<file path="config.mk">
export PLATFORM = sky130hd
export DESIGN_NAME = binary_pool_stage
export DESIGN_NICKNAME = d
export VERILOG_FILES = /design/src/rtl/binary_pool_stage.sv
export SDC_FILE = /design/constraint.sdc
export NUM_CORES = 1
export LEC_CHECK = 0
export CORE_MARGIN = 2
export CORE_UTILIZATION = 51
export CTS_CLUSTER_DIAMETER = 200
export DETAILED_ROUTE_END_ITERATION = 8
export PLACE_DENSITY_LB_ADDON = 0.1
export SYNTH_ARGS = -nofsm -noshare
export SYNTH_HDL_FRONTEND = slang
export SYNTH_SLANG_ARGS = --single-unit
</file>
<file path="constraint.sdc">
create_clock -name clk -period 5.15 [get_ports clk]
set_input_delay 1.03 -clock clk [delete_from_list [all_inputs] [get_ports clk]]
set_output_delay 1.03 -clock clk [all_outputs]
set_load 0.1 [all_outputs]
</file>
<file path="src/rtl/binary_pool_stage.sv">
// binary_pool_stage
//   Reads back the binary convolution output map from SRAM, applies a 2x2 stride-2 OR-pool
//   (binary max-pool) and writes the pooled rows to a separate SRAM region. One SRAM word
//   holds one feature-map row, bit j = column j. The SRAM read port has one cycle of latency.
//
// Ports
//   clk                     system clock, all logic on the rising edge
//   reset_b                 synchronous reset, active high
//   pool_run                start request, sampled only while idle
//   pool_busy               high from the cycle after accept through the DONE cycle
//   conv_rows / conv_cols   input map size R / C (0..16), latched on accept, >16 clamps to 16
//   pool_sram_read_address  read address, data returns on sram_pool_read_data next cycle
//   sram_pool_read_data     read data
//   pool_sram_write_address write address
//   pool_sram_write_data    write data
//   pool_sram_write_enable  one-cycle write strobe
module binary_pool_stage #(
    parameter int unsigned       ADDR_W   = 12,
    parameter int unsigned       DATA_W   = 16,
    parameter logic [ADDR_W-1:0] IN_BASE  = 12'h000,
    parameter logic [ADDR_W-1:0] OUT_BASE = 12'h100
) (
    input  logic              clk,
    input  logic              reset_b,
    input  logic              pool_run,
    output logic              pool_busy,
    input  logic [4:0]        conv_rows,
    input  logic [4:0]        conv_cols,
    output logic [ADDR_W-1:0] pool_sram_read_address,
    input  logic [DATA_W-1:0] sram_pool_read_data,
    output logic [ADDR_W-1:0] pool_sram_write_address,
    output logic [DATA_W-1:0] pool_sram_write_data,
    output logic              pool_sram_write_enable
);

    localparam int PoolW = int'(DATA_W / 2);

    typedef enum logic [2:0] {
        StIdle,
        StRda,
        StRdb,
        StCap,
        StWr,
        StDone
    } state_e;

    state_e            state_q;
    logic [3:0]        pr_q;     // pooled row count
    logic [3:0]        pc_q;     // pooled column count
    logic [3:0]        k_q;      // pooled row index
    logic [DATA_W-1:0] row_a_q;  // input row 2k

    logic [3:0]        pr_in;
    logic [3:0]        pc_in;
    logic [DATA_W-1:0] pooled;

    // Oversized dimensions clamp to 16, i.e. 8 pooled rows/columns; odd trailing row/col drops.
    always_comb begin
        pr_in = (conv_rows > 5'd16) ? 4'd8 : conv_rows[4:1];
        pc_in = (conv_cols > 5'd16) ? 4'd8 : conv_cols[4:1];
    end

    // Row 2k+1 is taken straight off the read bus in the CAP cycle so the write data register
    // is loaded on the same edge and the strobe lands in WR. Columns >= C can only sit at
    // j >= PC, so masking j >= PC also excludes them.
    always_comb begin
        pooled = '0;
        for (int j = 0; j < PoolW; j++) begin
            if (j < int'(pc_q)) begin
                pooled[j] = row_a_q[2*j] | row_a_q[2*j+1] |
                            sram_pool_read_data[2*j] | sram_pool_read_data[2*j+1];
            end
        end
    end

    always_ff @(posedge clk) begin
        if (reset_b) begin
            state_q                 <= StIdle;
            pr_q                    <= '0;
            pc_q                    <= '0;
            k_q                     <= '0;
            row_a_q                 <= '0;
            pool_busy               <= 1'b0;
            pool_sram_read_address  <= '0;
            pool_sram_write_address <= '0;
            pool_sram_write_data    <= '0;
            pool_sram_write_enable  <= 1'b0;
        end else begin
            pool_sram_write_enable <= 1'b0;
            unique case (state_q)
                StIdle: begin
                    if (pool_run) begin
                        pr_q      <= pr_in;
                        pc_q      <= pc_in;
                        k_q       <= '0;
                        pool_busy <= 1'b1;
                        if (pr_in != 4'd0 && pc_in != 4'd0) begin
                            pool_sram_read_address <= IN_BASE;
                            state_q                <= StRda;
                        end else begin
                            state_q <= StDone;
                        end
                    end
                end
                StRda: begin
                    pool_sram_read_address <= IN_BASE + ADDR_W'({k_q, 1'b1});
                    state_q                <= StRdb;
                end
                StRdb: begin
                    row_a_q <= sram_pool_read_data;
                    state_q <= StCap;
                end
                StCap: begin
                    pool_sram_write_enable  <= 1'b1;
                    pool_sram_write_address <= OUT_BASE + ADDR_W'(k_q);
                    pool_sram_write_data    <= pooled;
                    state_q                 <= StWr;
                end
                StWr: begin
                    k_q <= k_q + 4'd1;
                    if ((k_q + 4'd1) == pr_q) begin
                        state_q <= StDone;
                    end else begin
                        pool_sram_read_address <= IN_BASE + ADDR_W'({k_q + 4'd1, 1'b0});
                        state_q                <= StRda;
                    end
                end
                StDone: begin
                    pool_busy <= 1'b0;
                    state_q   <= StIdle;
                end
                default: begin
                    pool_busy <= 1'b0;
                    state_q   <= StIdle;
                end
            endcase
        end
    end

endmodule
</file>
======== Yosys cells after proc, flatten, opt, wreduce, memory -nomap -nowiden ========
Index checks and enable logic that the tools add are counted.
word-level totals
  register bits ........................... 65
  output and inout port bits .............. 42
  logic and storage cells ................. 89
  input port bits ......................... 29
cells by class
  $add $sub $neg .......................... 2
  reductions and logical operators ........ 11
  equal/unequal tests ..................... 8
  multiplexer cells ....................... 23
  bitwise logic cells ..................... 25
  order comparisons ....................... 10
operator list
  kind                                                                         number
  12-bit two-way mux                                                           3
  12-bit one-hot mux with 3 select lines                                       1
  1-bit bitwise OR                                                             24
  3-bit by 4-bit less-than comparator with 1-bit output, first input constant  4
  3-bit one-hot mux with 5 select lines                                        1
  4-bit two-way mux                                                            3
  9-bit by 4-bit adder with 10-bit output, first input constant                1
  5-bit > comparator, second input constant                                    2
  1-bit two-way mux                                                            10
  3-bit two-way mux                                                            3
  1-bit by 4-bit less-than comparator with 1-bit output, first input constant  2
  2-bit by 4-bit less-than comparator with 1-bit output, first input constant  2
  4-bit one-hot mux with 2 select lines                                        1
  4-bit nonzero test                                                           2
  3-bit by 2-bit == test with 1-bit output, second input constant              2
  2-bit != test, second input constant                                         3
  2-bit AND reduction                                                          3
  4-bit by 1-bit adder with 4-bit output, second input constant                1
  4-bit == test                                                                1
  4-bit AND reduction                                                          1
  4-bit OR reduction                                                           1
  3-bit by 1-bit == test with 1-bit output, second input constant              1
  3-bit == test, second input constant                                         1
  3-bit logical NOT                                                            1
  5 further kinds                                                              5

======== Logic depth before layout (Yosys ltp) ========
  depth in word-level cells ............... 7
  gate-level depth with buffers ........... 8
  mapped depth without buffers ............ 6

======== Least setup slack after synthesis ========
OpenSTA, ideal clock, no wires.
  path type ............................... in2reg
  start ................................... input conv_rows[1]
  end ..................................... register pool_sram_read_address[1]
  stages on the path ...................... 5
  path slack .............................. 3134 ps
  buffers on the path ..................... 0
  required time ........................... 5015 ps
  setup time .............................. 135 ps
  data arrival time ....................... 1881 ps
  cell sequence ........................... nor4_1 -> nor2_1 -> a21boi_1 -> a2111oi_4 -> mux2i_1
between the ends
  longest elaborated chain between the ends .. 6
ends and longest elaborated chain
  item                                      RTL line  source
  start, declared                           27        input logic [4:0] conv_rows,
  5-bit > comparator                        59        pr_in = (conv_rows > 5'd16) ? 4'd8 : conv_rows[4:1];
  4-bit two-way mux (*)                     59
  4-bit nonzero test (*)                    97        if (pr_in != 4'd0 && pc_in != 4'd0) begin
  1-bit logical AND (*)                     97
  2-bit != test (no source line) (*)        n/a
  4-bit AND reduction (no source line) (*)  n/a
  end signal, assigned                      106       pool_sram_read_address <= IN_BASE + ADDR_W'({k_q, 1'b1});
  end signal, assigned                      124       pool_sram_read_address <= IN_BASE + ADDR_W'({k_q + 4'd1, 1'b0});
  end, declared                             29        output logic [ADDR_W-1:0] pool_sram_read_address,
Every way passes the cells marked *; elsewhere a longest branch is shown, timed or not.
A chain may end at the register's enable or synchronous reset.

======== Worst setup path after layout ========
  start ................................... register pool_busy
  end ..................................... output pool_busy
RTL lines
  item                    RTL line  source
  start, declared         26        output logic pool_busy,
  start signal, assigned  83        pool_busy <= 1'b0;
  start signal, assigned  96        pool_busy <= 1'b1;
  start signal, assigned  129       pool_busy <= 1'b0;
No word-level cell between the ends.

==> impl_metrics.yaml <==
synth:
  synth_top_area_share: 0.419
  yosysWarnings: 0
  synth_edf_count: 0
  synth_cell_types: 41
  syn_inst: 299
  synth_ff_type: "dfxtp_1"
  ys_ff_latch: 51
  synth_area_leaders: "dfxtp_1, nand2_1, a21oi_1, buf_4, nor2_1"
  yosysSeqAreaShare: 0.419
  synth-async-reset-ratio: 0
  syn_area_um2: 2440
  syn-mean-instance-area_um2: 8.15
  synth_largest_area_cell: "dfxtp_1"
floorplanning:
  die_w_um: 73.1
  num_rows: 25
  die_y_um: 73.1
  io_pins: 71
  dieArea_um2: 5350
  core_um2: 4660
  initial_core_util: 0.523
placement:
  hpwl_mm: 3.41
  gp_congestion: 0.798
  place_area_um2: 2760
  dp_slack_ns: 2.36
  io_buffers: 46
detailed_routing:
  drc: 0
  drt-vias-per-instance: 5.06
  vias: 1960
  m1WireLength_mm: 2.43
  wl_per_cell_um: 12.2
  drt_first_pass_iters: 4
  wl_met3_um: 182
  wl_met2_mm: 2.05
  ant_nets: 0
  drt_iter0_drc: 131
  highest-signal-layer: "met4"
  routed_wl_mm: 4.71
timing:
  finalSetupViolations: 0
  whs_ns: 0.458
  worst_slew_pin_slew_ns: 0.970
  tns_ns: 0
  relSlewSlack: 0.351
  slew_violations: 0
  finClkSkew_ns: 0.00527
  post-route-period-util: 0.551
  fin_ws_ns: 2.31
  max_freq_mhz: 353
  finalHoldViolCount: 0
  rsz0062_at_grt: "no"
  fin_crit_ns: 2.84
worst_setup_path:
  max_stage_delay_ns: 1.14
  worstSetupStartpoint: "pool_busy"
  required_ns: 4.12
  regToRegSetupSlack_ns: 2.76
  path_buf_inv: 1
  slowest_stage: "clkdlybuf4s50_1"
  timing.rr.end: "pool_sram_write_data[2]"
  end_kind: "output port"
  critPathKind: "reg2out"
  startpoint_type: "register"
  critPathArrivalTime_ns: 1.81
  critical_path.endpoint: "pool_busy"
  path_max_fanout: 3
  crit_family: "buffers and inverters"
  cp_num_cells: 1
  timing.rr.start: "state_q[0]"
  reg2reg_depth: 5
  worstPathCellList: "clkdlybuf4s50_1"
global_routing:
  grt_max_degree: 27
  grt-ovfl-total: 0
  grt_first_pass_wirelength_mm: 7.88
  antenna_found_initial: 0
  grt_usage: 0.187
  grt_pass1_vias: 1730
clock_network:
  clock_path_buffers: 2
  clk_pin_slew_ns: 0.09
  cts.sinks: 51
  hold_buffers: 0
  htreeDepth: 2
  cts_buffers: 5
  cts_tree: "done"
  clk_latency_ns: 0.30
  cts_root_buffer: "clkbuf_8"
  cts_setup_buffers: 0
  ctsResizeCount: 0
final_layout:
  syn2layout_area_growth_pct: 18.4
  nets: 362
  design_area_um2: 2880
  multi_input_comb_area_um2: 1200
  regArea_um2: 1020
  nFillCells: 427
  drive_above_1_share: 0.0450
  diodes: 0
run_status:
  status: "finished clean"
worst_hold_path:
  hp-class: "reg2reg"
power:
  power.density_nw_per_um2: 329
  p_leak_nw: 1.08
  peakVddDrop_mv: 0.146
job:
  drv_cap: 0
## placed cells by master (no fill, tap or decap), types with 3 or more instances in the layout
cell             instances
xnor2_1                  5
nor4_1                   9
nor2b_1                  3
nor3_1                  14
nor2_1                  27
a21oi_1                 40
conb_1                  22
clkdlybuf4s50_1         46
mux2i_1                  9
nand2_1                 58
clkbuf_8                 6
o21ai_0                  5
dfxtp_1                 51
nand3b_1                 6
## layer usage
metal | global-route usage | up-vias
li1 | - | 1030
met1 | 0.273 | 874
met2 | 0.277 | 51
met3 | 0.0331 | 5
met4 | 0.0617 | 0
met5 | 0 | -
## where the power goes
part	total, mW	switching [mW]	internal [mW]	leakage [nW]
registers	0.435	0.0214	0.413	0.414
logic	0.219	0.161	0.0579	0.602
clock network	0.295	0.135	0.160	0.0618
total	0.948	0.317	0.631	1.08
## how the worst min path moves through the flow
stage | startpoint | to | slack [ns] | depth (start not counted)
2_1_floorplan | row_a_q[14] | row_a_q[14] | 0.44 | 2
3_3_place_gp | row_a_q[12] | row_a_q[12] | 0.44 | 2
3_5_place_dp | pool_sram_read_address[1] | pool_sram_read_address[1] | 0.45 | 2
4_1_cts | pool_sram_read_address[3] | pool_sram_read_address[3] | 0.46 | 2
5_1_grt | row_a_q[1] | row_a_q[1] | 0.48 | 2
6_report | pool_sram_read_address[3] | pool_sram_read_address[3] | 0.46 | 2
## cell usage after synthesis, types with 2 or more instances
cell,number
a211oi_1,2
a21oi_1,40
a22oi_1,2
buf_1,3
buf_2,3
buf_4,23
buf_6,4
clkbuf_1,8
dfxtp_1,51
inv_1,2
mux2i_1,9
nand2_1,58
nand3b_1,6
nor2_1,27
nor2_4,2
nor2b_1,3
nor3_1,14
nor4_1,9
o21ai_0,5
or2_1,2
xnor2_1,5
xor2_1,2
## layout make-up
cell class	instances	share of cell area
Clock buffer	6	0.0286
Inverter	2	0.00260
Sequential cell	51	0.354
Multi-Input combinational cell	225	0.416
Timing Repair Buffer	47	0.162
Clock inverter	2	0.0134
Tap cell	54	0.0234
## registers in the layout (all words and copies together) (netlist names)
| name | count |
|---|---|
| pool_sram_write_data | 8 |
| k_q | 4 |
| pool_sram_read_address | 5 |
| pool_sram_write_address | 5 |
| pool_sram_write_enable | 1 |
| state_q | 3 |
| pc_q | 4 |
| pr_q | 4 |
| row_a_q | 16 |
| pool_busy | 1 |
## cell families after synthesis
logic type	share of synthesized area
compound gates	0.146
xor+xnor	0.0252
fa+ha+maj	0.00514
buf+inv	0.121
flops	0.419
mux	0.0370
other cells	0.00154
simple gates	0.245
## worst min-delay path, delay by kind of cell (launching register included)
kind	cells	cell delay (ns)
simple gates	1	0.05
flops	1	0.32
mux	1	0.05
## metrics by stage
| step | cells | power, mW | util |
|---|---|---|---|
| 3_3_place_gp | 379 | 0.660 | 0.593 |
| 6_report | 387 | 0.948 | 0.619 |
| 4_1_cts | 387 | 0.955 | 0.619 |
| 2_1_floorplan | 320 | 0.633 | - |
| 3_5_place_dp | 379 | 0.662 | 0.593 |
| 5_1_grt | 387 | 0.988 | 0.619 |
Note: power is estimated with default switching activity, not from simulation.
